<file path="src/rtl/tdc_hit_capture_ctrl_if.sv">
// ---------------------------------------------------------------------------
// tdc_hit_capture_ctrl_if
// Event handshake bundle between the TDC hit-capture sequencer and readout.
//   out_valid  : event available (driven by the sequencer)
//   out_ready  : readout accepts the event this cycle (driven by readout)
//   out_fine   : popcount of the captured thermometer word
//   out_coarse : coarse timestamp of the detection cycle
//   out_bubble : captured word was not a pure thermometer code
//   out_ovf    : captured word was all ones
// Modports: master = sequencer side, slave = readout side.
// ---------------------------------------------------------------------------
interface tdc_hit_capture_ctrl_if #(
    parameter int FW       = 8,
    parameter int COARSE_W = 32
);
    logic                out_valid;
    logic                out_ready;
    logic [FW-1:0]       out_fine;
    logic [COARSE_W-1:0] out_coarse;
    logic                out_bubble;
    logic                out_ovf;

    modport master (
        output out_valid, out_fine, out_coarse, out_bubble, out_ovf,
        input  out_ready
    );

    modport slave (
        input  out_valid, out_fine, out_coarse, out_bubble, out_ovf,
        output out_ready
    );
endinterface

</file>
<file path="src/rtl/tdc_hit_capture_ctrl.sv">
// ---------------------------------------------------------------------------
// tdc_hit_capture_ctrl
// Sequencer for the TDC delay-line sampling pipeline. Detects a rising edge
// at tap 0 of the registered thermometer word, latches the word and the
// coarse timestamp, converts the word to a fine code and presents one event
// per hit over a valid/ready handshake. A programmable dead time follows each
// handshake, and hits arriving while busy are counted as lost.
// Ports:
//   clk      : system clock (shared with the sampling pipeline)
//   rst      : synchronous reset, active-high
//   arm_en   : 1 = accept hits, 0 = return to IDLE once the event is done
//   pipe_q   : registered thermometer word, bit0 = first tap
//   ev       : event handshake (master side of tdc_hit_capture_ctrl_if)
//   busy     : state is CONV, HOLD or DEAD
//   lost_cnt : saturating count of hits seen while CONV/HOLD/DEAD
// ---------------------------------------------------------------------------
module tdc_hit_capture_ctrl #(
    parameter int NFF         = 208,
    parameter int FW          = 8,
    parameter int COARSE_W    = 32,
    parameter int DEAD_CYCLES = 4,
    parameter int LOST_W      = 16
) (
    input  logic                    clk,
    input  logic                    rst,
    input  logic                    arm_en,
    input  logic [NFF-1:0]          pipe_q,
    tdc_hit_capture_ctrl_if.master  ev,
    output logic                    busy,
    output logic [LOST_W-1:0]       lost_cnt
);

    localparam int DW = (DEAD_CYCLES > 1) ? $clog2(DEAD_CYCLES) : 1;

    typedef enum logic [2:0] {
        IDLE,
        ARMED,
        CONV,
        HOLD,
        DEAD
    } state_t;

    state_t              state;
    logic                prev0;
    logic [COARSE_W-1:0] coarse;
    logic [NFF-1:0]      word;
    logic [COARSE_W-1:0] ts;
    logic [DW-1:0]       dead_cnt;

    logic                valid_q;
    logic [FW-1:0]       fine_q;
    logic [COARSE_W-1:0] coarse_q;
    logic                bubble_q;
    logic                ovf_q;

    logic                hit;
    logic                in_event;
    logic [FW-1:0]       pop;
    logic                bubble_c;
    logic                ovf_c;

    assign hit      = pipe_q[0] & ~prev0;
    assign in_event = (state == CONV) || (state == HOLD) || (state == DEAD);
    assign busy     = in_event;

    assign ev.out_valid  = valid_q;
    assign ev.out_fine   = fine_q;
    assign ev.out_coarse = coarse_q;
    assign ev.out_bubble = bubble_q;
    assign ev.out_ovf    = ovf_q;

    // Fine code is the plain popcount so a bubbled word still yields a
    // sensible position. A pure thermometer word (2**k - 1) has no bit in
    // common with word+1; any overlap means a 1 sits above a 0.
    always_comb begin
        pop = '0;
        for (int i = 0; i < NFF; i++) begin
            pop = pop + FW'(word[i]);
        end
        bubble_c = |(word & (word + NFF'(1)));
        ovf_c    = &word;
    end

    // Single sequential block: free-running coarse counter, tap-0 edge
    // register, lost-hit counter and the capture FSM with registered outputs.
    always_ff @(posedge clk) begin
        if (rst) begin
            state    <= IDLE;
            prev0    <= 1'b0;
            coarse   <= '0;
            word     <= '0;
            ts       <= '0;
            dead_cnt <= '0;
            valid_q  <= 1'b0;
            fine_q   <= '0;
            coarse_q <= '0;
            bubble_q <= 1'b0;
            ovf_q    <= 1'b0;
            lost_cnt <= '0;
        end else begin
            coarse <= coarse + COARSE_W'(1);
            prev0  <= pipe_q[0];

            // Hits during an event are lost; IDLE hits are simply ignored.
            if (hit && in_event && (lost_cnt != {LOST_W{1'b1}})) begin
                lost_cnt <= lost_cnt + LOST_W'(1);
            end

            case (state)
                IDLE: begin
                    if (arm_en) begin
                        state <= ARMED;
                    end
                end
                ARMED: begin
                    // Disarming wins over a simultaneous hit.
                    if (!arm_en) begin
                        state <= IDLE;
                    end else if (hit) begin
                        word  <= pipe_q;
                        ts    <= coarse;
                        state <= CONV;
                    end
                end
                CONV: begin
                    fine_q   <= pop;
                    coarse_q <= ts;
                    bubble_q <= bubble_c;
                    ovf_q    <= ovf_c;
                    valid_q  <= 1'b1;
                    state    <= HOLD;
                end
                HOLD: begin
                    if (ev.out_ready) begin
                        valid_q  <= 1'b0;
                        dead_cnt <= '0;
                        state    <= DEAD;
                    end
                end
                DEAD: begin
                    if (dead_cnt == DW'(DEAD_CYCLES - 1)) begin
                        state <= arm_en ? ARMED : IDLE;
                    end else begin
                        dead_cnt <= dead_cnt + DW'(1);
                    end
                end
                default: begin
                    state <= IDLE;
                end
            endcase
        end
    end

endmodule

</file>
<file path="src/flat_wrapper.sv">
// flat-port wrapper written by rule: the top's interface ports become plain ports
module tdc_hit_capture_ctrl_flat 
#(
    parameter int NFF         = 208,
    parameter int FW          = 8,
    parameter int COARSE_W    = 32,
    parameter int DEAD_CYCLES = 4,
    parameter int LOST_W      = 16
)
  (clk, rst, arm_en, pipe_q, busy, lost_cnt, ev_out_valid, ev_out_fine, ev_out_coarse, ev_out_bubble, ev_out_ovf, ev_out_ready);
  tdc_hit_capture_ctrl_if #(.FW(FW), .COARSE_W(COARSE_W)) ev_i ();
  input  logic clk;
  input  logic rst;
  input  logic arm_en;
  input  logic [NFF-1:0] pipe_q;
  output logic busy;
  output logic [LOST_W-1:0] lost_cnt;
  output wire logic [$bits(ev_i.out_valid)-1:0] ev_out_valid;
  output wire logic [$bits(ev_i.out_fine)-1:0] ev_out_fine;
  output wire logic [$bits(ev_i.out_coarse)-1:0] ev_out_coarse;
  output wire logic [$bits(ev_i.out_bubble)-1:0] ev_out_bubble;
  output wire logic [$bits(ev_i.out_ovf)-1:0] ev_out_ovf;
  input wire logic [$bits(ev_i.out_ready)-1:0] ev_out_ready;
  assign ev_out_valid = ev_i.out_valid;
  assign ev_out_fine = ev_i.out_fine;
  assign ev_out_coarse = ev_i.out_coarse;
  assign ev_out_bubble = ev_i.out_bubble;
  assign ev_out_ovf = ev_i.out_ovf;
  assign ev_i.out_ready = ev_out_ready;
  tdc_hit_capture_ctrl #(.NFF(NFF), .FW(FW), .COARSE_W(COARSE_W), .DEAD_CYCLES(DEAD_CYCLES), .LOST_W(LOST_W)) u_core (.clk(clk), .rst(rst), .arm_en(arm_en), .pipe_q(pipe_q), .ev(ev_i), .busy(busy), .lost_cnt(lost_cnt));
endmodule
</file>
<file path="config.mk">
export PLATFORM = sky130hd
export DESIGN_NAME = tdc_hit_capture_ctrl_flat
export DESIGN_NICKNAME = d
export VERILOG_FILES = /design/src/rtl/tdc_hit_capture_ctrl_if.sv /design/src/rtl/tdc_hit_capture_ctrl.sv /design/src/flat_wrapper.sv
export SDC_FILE = /design/constraint.sdc
export NUM_CORES = 1
export LEC_CHECK = 0
export ABC_AREA = 1
export BUFFER_PORTS_ARGS = -buffer_cell sky130_fd_sc_hd__buf_4
export CAP_MARGIN = 5
export CORE_MARGIN = 2
export CORE_UTILIZATION = 30
export DETAILED_ROUTE_END_ITERATION = 10
export PLACE_DENSITY_LB_ADDON = 0.12
export SLEW_MARGIN = 10
export SYNTH_ARGS = -nofsm -noshare
export SYNTH_HDL_FRONTEND = slang
export SYNTH_SLANG_ARGS = --single-unit
</file>
<file path="constraint.sdc">
create_clock -name clk -period 9.8 [get_ports clk]
set_clock_uncertainty 0.15 [all_clocks]
set_input_delay 0.98 -clock clk [delete_from_list [all_inputs] [get_ports clk]]
set_output_delay 0.98 -clock clk [all_outputs]
set_load 0.05 [all_outputs]
</file>
After elaboration in Yosys (flattened, before gate mapping)
Index checks and enable logic that the tools add are counted.
- add/subtract/negate cells: 211
- eq/ne operators: 11
- muxes and demuxes: 12
- bitwise operators: 3
- reduce and logical (&&, ||, !) cells: 13
- operators by type and width (operator ; number):
    8-bit by 1-bit adder with 8-bit output ; 206
    208-bit by 1-bit adder with 208-bit output, second input constant ; 1
    208-bit bitwise AND ; 1
    208-bit AND reduction ; 1
    208-bit OR reduction ; 1
    32-bit by 1-bit adder with 32-bit output, second input constant ; 1
    16-bit by 1-bit adder with 16-bit output, second input constant ; 1
    16-bit != test, second input constant ; 1
    3-bit two-way mux ; 5
    3-bit case mux with 5 select lines ; 1
    2-bit != test, second input constant ; 4
    3-bit by 2-bit equality test with 1-bit output, second input constant ; 2
    3-bit AND reduction ; 2
    2-bit two-way mux ; 2
    2-bit case mux with 2 select lines ; 1
    4-bit AND reduction ; 1
    2-bit nonzero test ; 2
    3-bit by 1-bit equality test with 1-bit output, second input constant ; 1
    3-bit equality test, second input constant ; 1
    3-bit zero test ; 1
    3-bit by 2-bit != test with 1-bit output, second input constant ; 1
    1-bit by 1-bit adder with 2-bit output ; 1
    2-bit by 1-bit adder with 2-bit output, second input constant ; 1
    2-bit equality test, second input constant ; 1
    7 further kinds ; 10
- register bits after elaboration: 337
- bits of input ports: 212
- output and inout port bits: 60
- word-level logic and storage cells: 262

Logic depth before layout (Yosys ltp)
Gate-level depths: netlist of run 1.
- depth in word-level cells: 207
- depth in mapped cells: 31

Worst setup path before layout of run 1
Ideal clock, no wire load.
- kind: flip-flop to flip-flop
- start point: register u_core.word[0]
- end point: register u_core.fine_q[7], in the netlist u_core.ev.out_fine[7]
- library setup time: 114 ps
- arrival: 7665 ps
- path slack: 1871 ps
- stages on the path, launching flop included: 28
- path buffers: 0
- cell sequence: dfxtp_1 -> inv_2 -> ha_1 -> fa_1 -> fa_1 -> inv_1 -> fa_1 -> fa_1 -> fa_1 -> fa_1 -> fa_1 -> fa_1 -> fa_1 -> inv_1 -> fa_1 -> fa_1 -> inv_1 -> ha_1 -> nand2_1 -> o21ai_0 -> a21o_1 -> a21oi_1 -> nor2_1 -> o21ai_0 -> nand2_1 -> xnor2_1 -> o21bai_1 -> inv_1
- word-level cells in the longest chain between the ends: 207
- RTL lines (element ; RTL line ; text):
    from (decl) ; tdc_hit_capture_ctrl.sv:46 ; logic [NFF-1:0] word;
    from (signal assigned) ; tdc_hit_capture_ctrl.sv:120 ; word <= pipe_q;
    1-bit by 1-bit adder with 2-bit output ; tdc_hit_capture_ctrl.sv:78 ; pop = pop + FW'(word[i]);
    8-bit by 1-bit adder with 8-bit output (206 in a row) ; tdc_hit_capture_ctrl.sv:78 ;
    to (signal assigned) ; tdc_hit_capture_ctrl.sv:126 ; fine_q <= pop;
    to (decl) ; tdc_hit_capture_ctrl.sv:51 ; logic [FW-1:0] fine_q;
No other way between the ends.
A chain may end at the register's enable or synchronous reset.

Final worst setup path of run 1
- start point: register u_core.word[150]
- end point: register u_core.fine_q[7], in the netlist u_core.ev.out_fine[7]
- word-level cells in the longest chain between the ends: 58
- RTL lines (element ; RTL line):
    8-bit by 1-bit adder with 8-bit output (58 in a row) ; tdc_hit_capture_ctrl.sv:78
No other way between the ends.

==> run_results.csv, run 1 <==
group,metric,value,unit
global_routing,grt_start_max_net_pins,137,
final_layout,multi_input_area,15390,um2
placement,gp_congestion,1.069,
logic_synthesis,synth_top_area_share,27.72,%
flow_run,drv_cap,0,
floorplan,initial_utilization,30.26,%
logic_synthesis,netlist_area,24340,um2
logic_synthesis,synthFlopType,"dfxtp_1",
critical_path,end_kind,"register",
clocking,htreeDepth,2,
logic_synthesis,synth_common_cells,"931 x nand2_1, 592 x nor2_1, 474 x inv_1, 337 x dfxtp_1, 283 x a21oi_1",
placement,placedCellCount,4912,
sta,setup_violations,0,
logic_synthesis,synthCells,3667,
floorplan,die_x,288.8,um
clocking,tritoncts,"done",
clocking,cts.sinks,337,
critical_path,cpMaxStageDelayCell,"fa_1",
critical_path,critPathRequiredTime,10.13,ns
clocking,clock_path_buffers,3,
final_layout,regArea,6746,um2
clocking,cts_buffers,43,
logic_synthesis,ys_seq_area_share,27.72,%
power_and_ir_drop,power.leakage,11.19,nW
critical_path,start_kind,"register",
sta,tightest_slew,1.088,ns
clocking,cts-resized-gates,0,
routing,post_drt_wl_per_cell,26.15,um
placement,placed_area,27500,um2
hold_path,min_path_cells,2,
floorplan,core,80420,um2
critical_path,slowest_delay,0.60,ns
clocking,clk_pin_slew,0.06,ns
clocking,cts_setup_buffers,0,
critical_path,crit_top_cell,"fa_1",
routing,drtIter0Drc,2412,
power_and_ir_drop,power_density,212.4,nW/um2
placement,port-buffer-count,271,
final_layout,final_area,28980,um2
logic_synthesis,syn-num-nets,4110,
logic_synthesis,synth_cell_types,43,
logic_synthesis,synth_edf_count,0,
sta,whs,0.3107,ns
routing,via_per_inst,5.152,
logic_synthesis,synth_area_leaders,"dfxtp_1 28%, fa_1 16%, nand2_1 14%",
sta,slew_headroom,26.94,%
routing,vias,25700,
critical_path,worst-setup-path-type,"register to register",
final_layout,area_delta_synth_final,19.06,%
global_routing,grt_pass1_vias,25230,
hold_path,hp-class,"register to register",
sta,min_period,8.406,ns
critical_path,crit_arrival,8.73,ns
critical_path,reg2reg_depth,30,
floorplan,io_pins,272,
routing,final_antenna_net_count,0,
logic_synthesis,synth_top_area_cell,"dfxtp_1",
final_layout,antennaDiodeCount,0,
power_and_ir_drop,vdd_drop_max,0.4862,mV
logic_synthesis,ys.warnings.count,0,
final_layout,fillCellCount,8994,
final_layout,layout.nets,4340,
floorplan,fp.dieH,288.8,um
clocking,clock-root-buffer,"clkbuf_16",
logic_synthesis,avgSynthCellArea,6.636,um2
clocking,hold_buffers,0,
sta,fmax,119.0,MHz
routing,totalWireLength,130400,um
outcome,outcome,"complete, no violations",
sta,drv_slew,0,
global_routing,grt_overflow,0,
critical_path,path_max_fanout,4,
placement,hpwl,111700,um
logic_synthesis,synthArstFlopShare,0,%
final_layout,instances_no_fill,4988,
sta,fin_crit_sh,85.78,%
global_routing,grt_use_total,30.93,%
floorplan,design.die.area,83410,um2
logic_synthesis,yosys_register_bits,337,
final_layout,layout-drive-gt1-share,11.10,%
routing,drtPass1Iterations,6,
sta,finalHoldViolCount,0,
floorplan,rows,104,
global_routing,antenna_found_initial,7,
routing,drc,0,
sta,setup_tns,0,ns
logic_synthesis,synth_most_common_cell,"nand2_1",
clocking,clk_latency,0.62,ns
sta,rsz0062_at_grt,"false",
global_routing,grt_pass1_wl,182200,um
[final timing paths]
check	startpoint	endpoint	slack (ns)
worst max-delay path	u_core.word[150]	u_core.ev.out_fine[7]	1.39
worst min-delay path	u_core.ts[29]	u_core.ts[29]	0.31
worst max register to register	u_core.word[150]	u_core.ev.out_fine[7]	1.39
worst min register to register	u_core.ts[29]	u_core.ts[29]	0.31
[report_power, final]
| group | total [mW] | internal (mW) | switching, mW |
|---|---|---|---|
| logic | 2.94 | 1.22 | 1.72 |
| registers | 1.53 | 1.43 | 0.103 |
| clock network | 1.68 | 0.997 | 0.687 |
[logic make-up (layout without fill, tap and decap cells)]
kind of cell | count (synthesis) | after routing | synth area share (%)
AOI/OAI and AO/OA | 580 | 580 | 12.19
xor gates and xnor gates | 8 | 8 | 0.2879
adders and majority gates | 231 | 231 | 17.86
buffers and inverters | 592 | 853 | 9.136
DFF | 337 | 337 | 27.72
and+or+nand+nor | 1919 | 1919 | 32.81
[flip-flops by register name, indices dropped and copies added, names as in the netlist, 2 cells and up]
register and count:
u_core.word 208, u_core.coarse 32, u_core.ev.out_coarse 32, u_core.ts 32, u_core.lost_cnt 16, u_core.ev.out_fine 8, u_core.state 3, u_core.dead_cnt 2
[critical path, delay by kind of cell, from the launching register on]
kind                     cells  cell delay, ns
adder cells (fa/ha/maj)     12            5.84
XOR/XNOR                     1            0.12
AND/OR/NAND/NOR              2            0.14
flip-flops                   1            0.50
buffers and inverters        9            0.63
AO/OA/AOI/OAI                6            0.90
[stage by stage]
| step | utilization, % | total power, mW | setup slack (ns) |
|---|---|---|---|
| after floorplan | - | 3.714 | 1.871 |
| after global placement | 34.20 | 4.577 | 1.414 |
| after detailed placement | 34.20 | 4.558 | 1.401 |
| after CTS | 36.03 | 6.268 | 1.374 |
| after global routing | 36.03 | 6.694 | 0.9977 |
| final | 36.03 | 6.155 | 1.394 |
[layout make-up]
class | count | area share (%)
Clock buffer | 58 | 4.150
Clock inverter | 18 | 0.9327
Inverter | 482 | 6.253
Multi-Input combinational cell | 2738 | 53.12
Sequential cell | 337 | 23.28
Tap cell | 1060 | 4.577
Timing Repair Buffer | 295 | 7.686
[metal layers]
metal / track usage [%] / wire length (um) / vias to the layer above
met5: 0 / 23 / -
met4: 9.407 / 4307 / 2
met3: 5.803 / 10170 / 150
met2: 46.24 / 55240 / 1006
met1: 44.92 / 60690 / 12510
li1: - / - / 12030
[cell usage in the layout (no fill, tap or decap), types with 9 or more instances in the layout]
cell,count
a21oi_1,283
buf_4,294
clkbuf_16,43
dfxtp_1,337
fa_1,194
ha_1,37
inv_1,473
nand2_1,930
nand2_2,14
nand3_1,206
nand4_1,55
nor2_1,591
nor2_2,29
nor2_4,9
nor3_1,51
o21ai_0,242
o21ai_1,33
Power figures use the tool's default switching activity.
==> run 2, diff against run 1 <==
Settings changed: CORE_ASPECT_RATIO set to 1.1, RECOVER_POWER set to 100.
==> run 2 against run 1 <==
Against the previous run: the flow now finishes with violations (capacitance limit, slew limit); hold slack lost 0.0015 ns; critical path type unchanged; via count decreased by 0.88%; power shrank 0.42%; largest cell class unchanged; wire length decreased by 2.7%; global-route usage fell by 0.80 points; flip-flop and latch count stayed put.
==> run_results.csv, run 2 (synthesized netlist as in run 1, its figures left out) <==
group,metric,value,unit
routing,vias,25470,
hold_path,hp-class,"register to register",
sta,rsz0062_at_grt,"false",
power_and_ir_drop,vdd_drop_max,0.4496,mV
final_layout,instances_no_fill,4984,
placement,hpwl,108500,um
floorplan,io_pins,272,
sta,setup_violations,0,
final_layout,final_cell_mix,"931 x nand2_1, 594 x nor2_1, 474 x inv_1",
clocking,cts.sinks,337,
clocking,tritoncts,"done",
routing,post_drt_wl_per_cell,25.45,um
final_layout,top_register,"u_core.word",
clocking,cts_buffers,42,
final_layout,layout.nets,4339,
critical_path,end_kind,"register",
power_and_ir_drop,power_density,213.6,nW/um2
critical_path,crit_family,"adder cells",
power_and_ir_drop,pwr-share-clk,27.8,%
sta,tightest_slew,3.721,ns
sta,drv_slew,618,
global_routing,grt_overflow,0,
sta,fmax,118.9,MHz
critical_path,cpMaxStageDelayCell,"fa_1",
placement,gp_congestion,1.042,
routing,totalWireLength,126800,um
critical_path,path_max_fanout,5,
final_layout,final_common_cell,"nand2_1",
final_layout,area_delta_synth_final,17.88,%
global_routing,grt_use_total,30.12,%
power_and_ir_drop,p_comb_share,47.3,%
critical_path,start_kind,"register",
critical_path,critPathRequiredTime,10.12,ns
critical_path,crit_buf_inv,8,
global_routing,antenna_found_initial,1,
critical_path,slowest_delay,0.70,ns
clocking,cts-resized-gates,0,
floorplan,design.die.area,83420,um2
power_and_ir_drop,power.leakage,10.88,nW
sta,fin_crit_sh,85.84,%
clocking,hold_buffers,0,
sta,whs,0.3092,ns
final_layout,largest_reg_flops,208,
sta,finalHoldViolCount,0,
floorplan,die_x,275.6,um
critical_path,crit_arrival,8.74,ns
floorplan,initial_utilization,30.30,%
routing,drtPass1Iterations,5,
floorplan,core,80330,um2
sta,slew_headroom,-148.1,%
routing,via_per_inst,5.111,
critical_path,worst-setup-path-type,"register to register",
global_routing,grt_start_max_net_pins,206,
routing,final_antenna_net_count,0,
sta,min_period,8.412,ns
final_layout,layout-drive-gt1-share,9.214,%
placement,port-buffer-count,271,
clocking,clk_latency,0.59,ns
clocking,clock_path_buffers,3,
outcome,violations,"capacitance limit, slew limit",
critical_path,crit_top_cell,"fa_1",
clocking,clock-root-buffer,"clkbuf_16",
power_and_ir_drop,swShare,40.32,%
power_and_ir_drop,power_switching,2.471,mW
global_routing,grt_pass1_vias,25190,
floorplan,rows,109,
clocking,htreeDepth,2,
final_layout,final_area,28690,um2
clocking,clk_pin_slew,0.06,ns
clocking,cts_setup_buffers,0,
sta,setup_tns,0,ns
global_routing,grt_pass1_wl,178200,um
final_layout,fillCellCount,9008,
placement,placed_area,27500,um2
routing,drc,0,
power_and_ir_drop,intPower,3.657,mW
power_and_ir_drop,seqPwrFrac,24.9,%
floorplan,fp.dieH,302.7,um
placement,placedCellCount,4906,
flow_run,drv_cap,8,
outcome,outcome,"finished with violations",
routing,drtIter0Drc,2368,
run 2: cell count changes in the layout (fill, tap and decap cells not counted), sizes merged:
cell      before  now
buf          295  227
clkinv         9    6
inv          483  482
diode          0    1
clkinvlp       3    4
clkbuf        58  130
run 2: worst min-delay path, cell delays in order, from the launching register on:
cell and delay, ns:
dfxtp_1 0.31, nand2_1 0.06, a21oi_1 0.05
run 2: final timing paths:
path                                       start  slack, ns  cells after the start                    end
worst max register to register  u_core.word[192]       1.39                     28  u_core.ev.out_fine[6]
worst max-delay path            u_core.word[192]       1.39                     28  u_core.ev.out_fine[6]
worst min register to register     u_core.ts[30]       0.31                      2          u_core.ts[30]
worst min-delay path               u_core.ts[30]       0.31                      2          u_core.ts[30]
run 2: final cells by class:
class	instances	area [um2]	area share [%]
multi-input combinational	2738	15330	53.44
sequential	337	6746	23.52
timing repair buffer	295	1964	6.848
inverter	482	1810	6.311
tap	1054	1319	4.597
clock buffer	62	1257	4.383
clock inverter	15	255.2	0.8898
antenna	1	2.502	0.008723
run 2: power by group through the flow:
stage / logic (mW) / registers, mW / clock network (mW)
6_report: 2.90 / 1.53 / 1.70
4_1_cts: 3.03 / 1.52 / 1.75
5_1_grt: 3.38 / 1.53 / 1.80
3_3_place_gp: 3.03 / 1.55 / 0
3_5_place_dp: 3.01 / 1.55 / 0
2_1_floorplan: 2.17 / 1.55 / 0
run 2: metal layers:
metal  vias to the layer above  GRT usage, %  share of wire, %
li1                      12030             -                 -
met3                       167         3.759               6.2
met4                         0         11.61               4.4
met5                         -             0                 0
met2                       909         46.83                44
met1                     12370         42.46                45
run 2: per-stage QoR:
stage                     total power [mW]  worst slack, ns  utilization (%)
after floorplan                      3.714            1.871                -
after global placement               4.578            1.446            34.23
after detailed placement             4.564            1.408            34.23
after CTS                            6.303            1.394            36.11
after global routing                 6.710           0.9724            35.71
final                                6.129            1.388            35.71
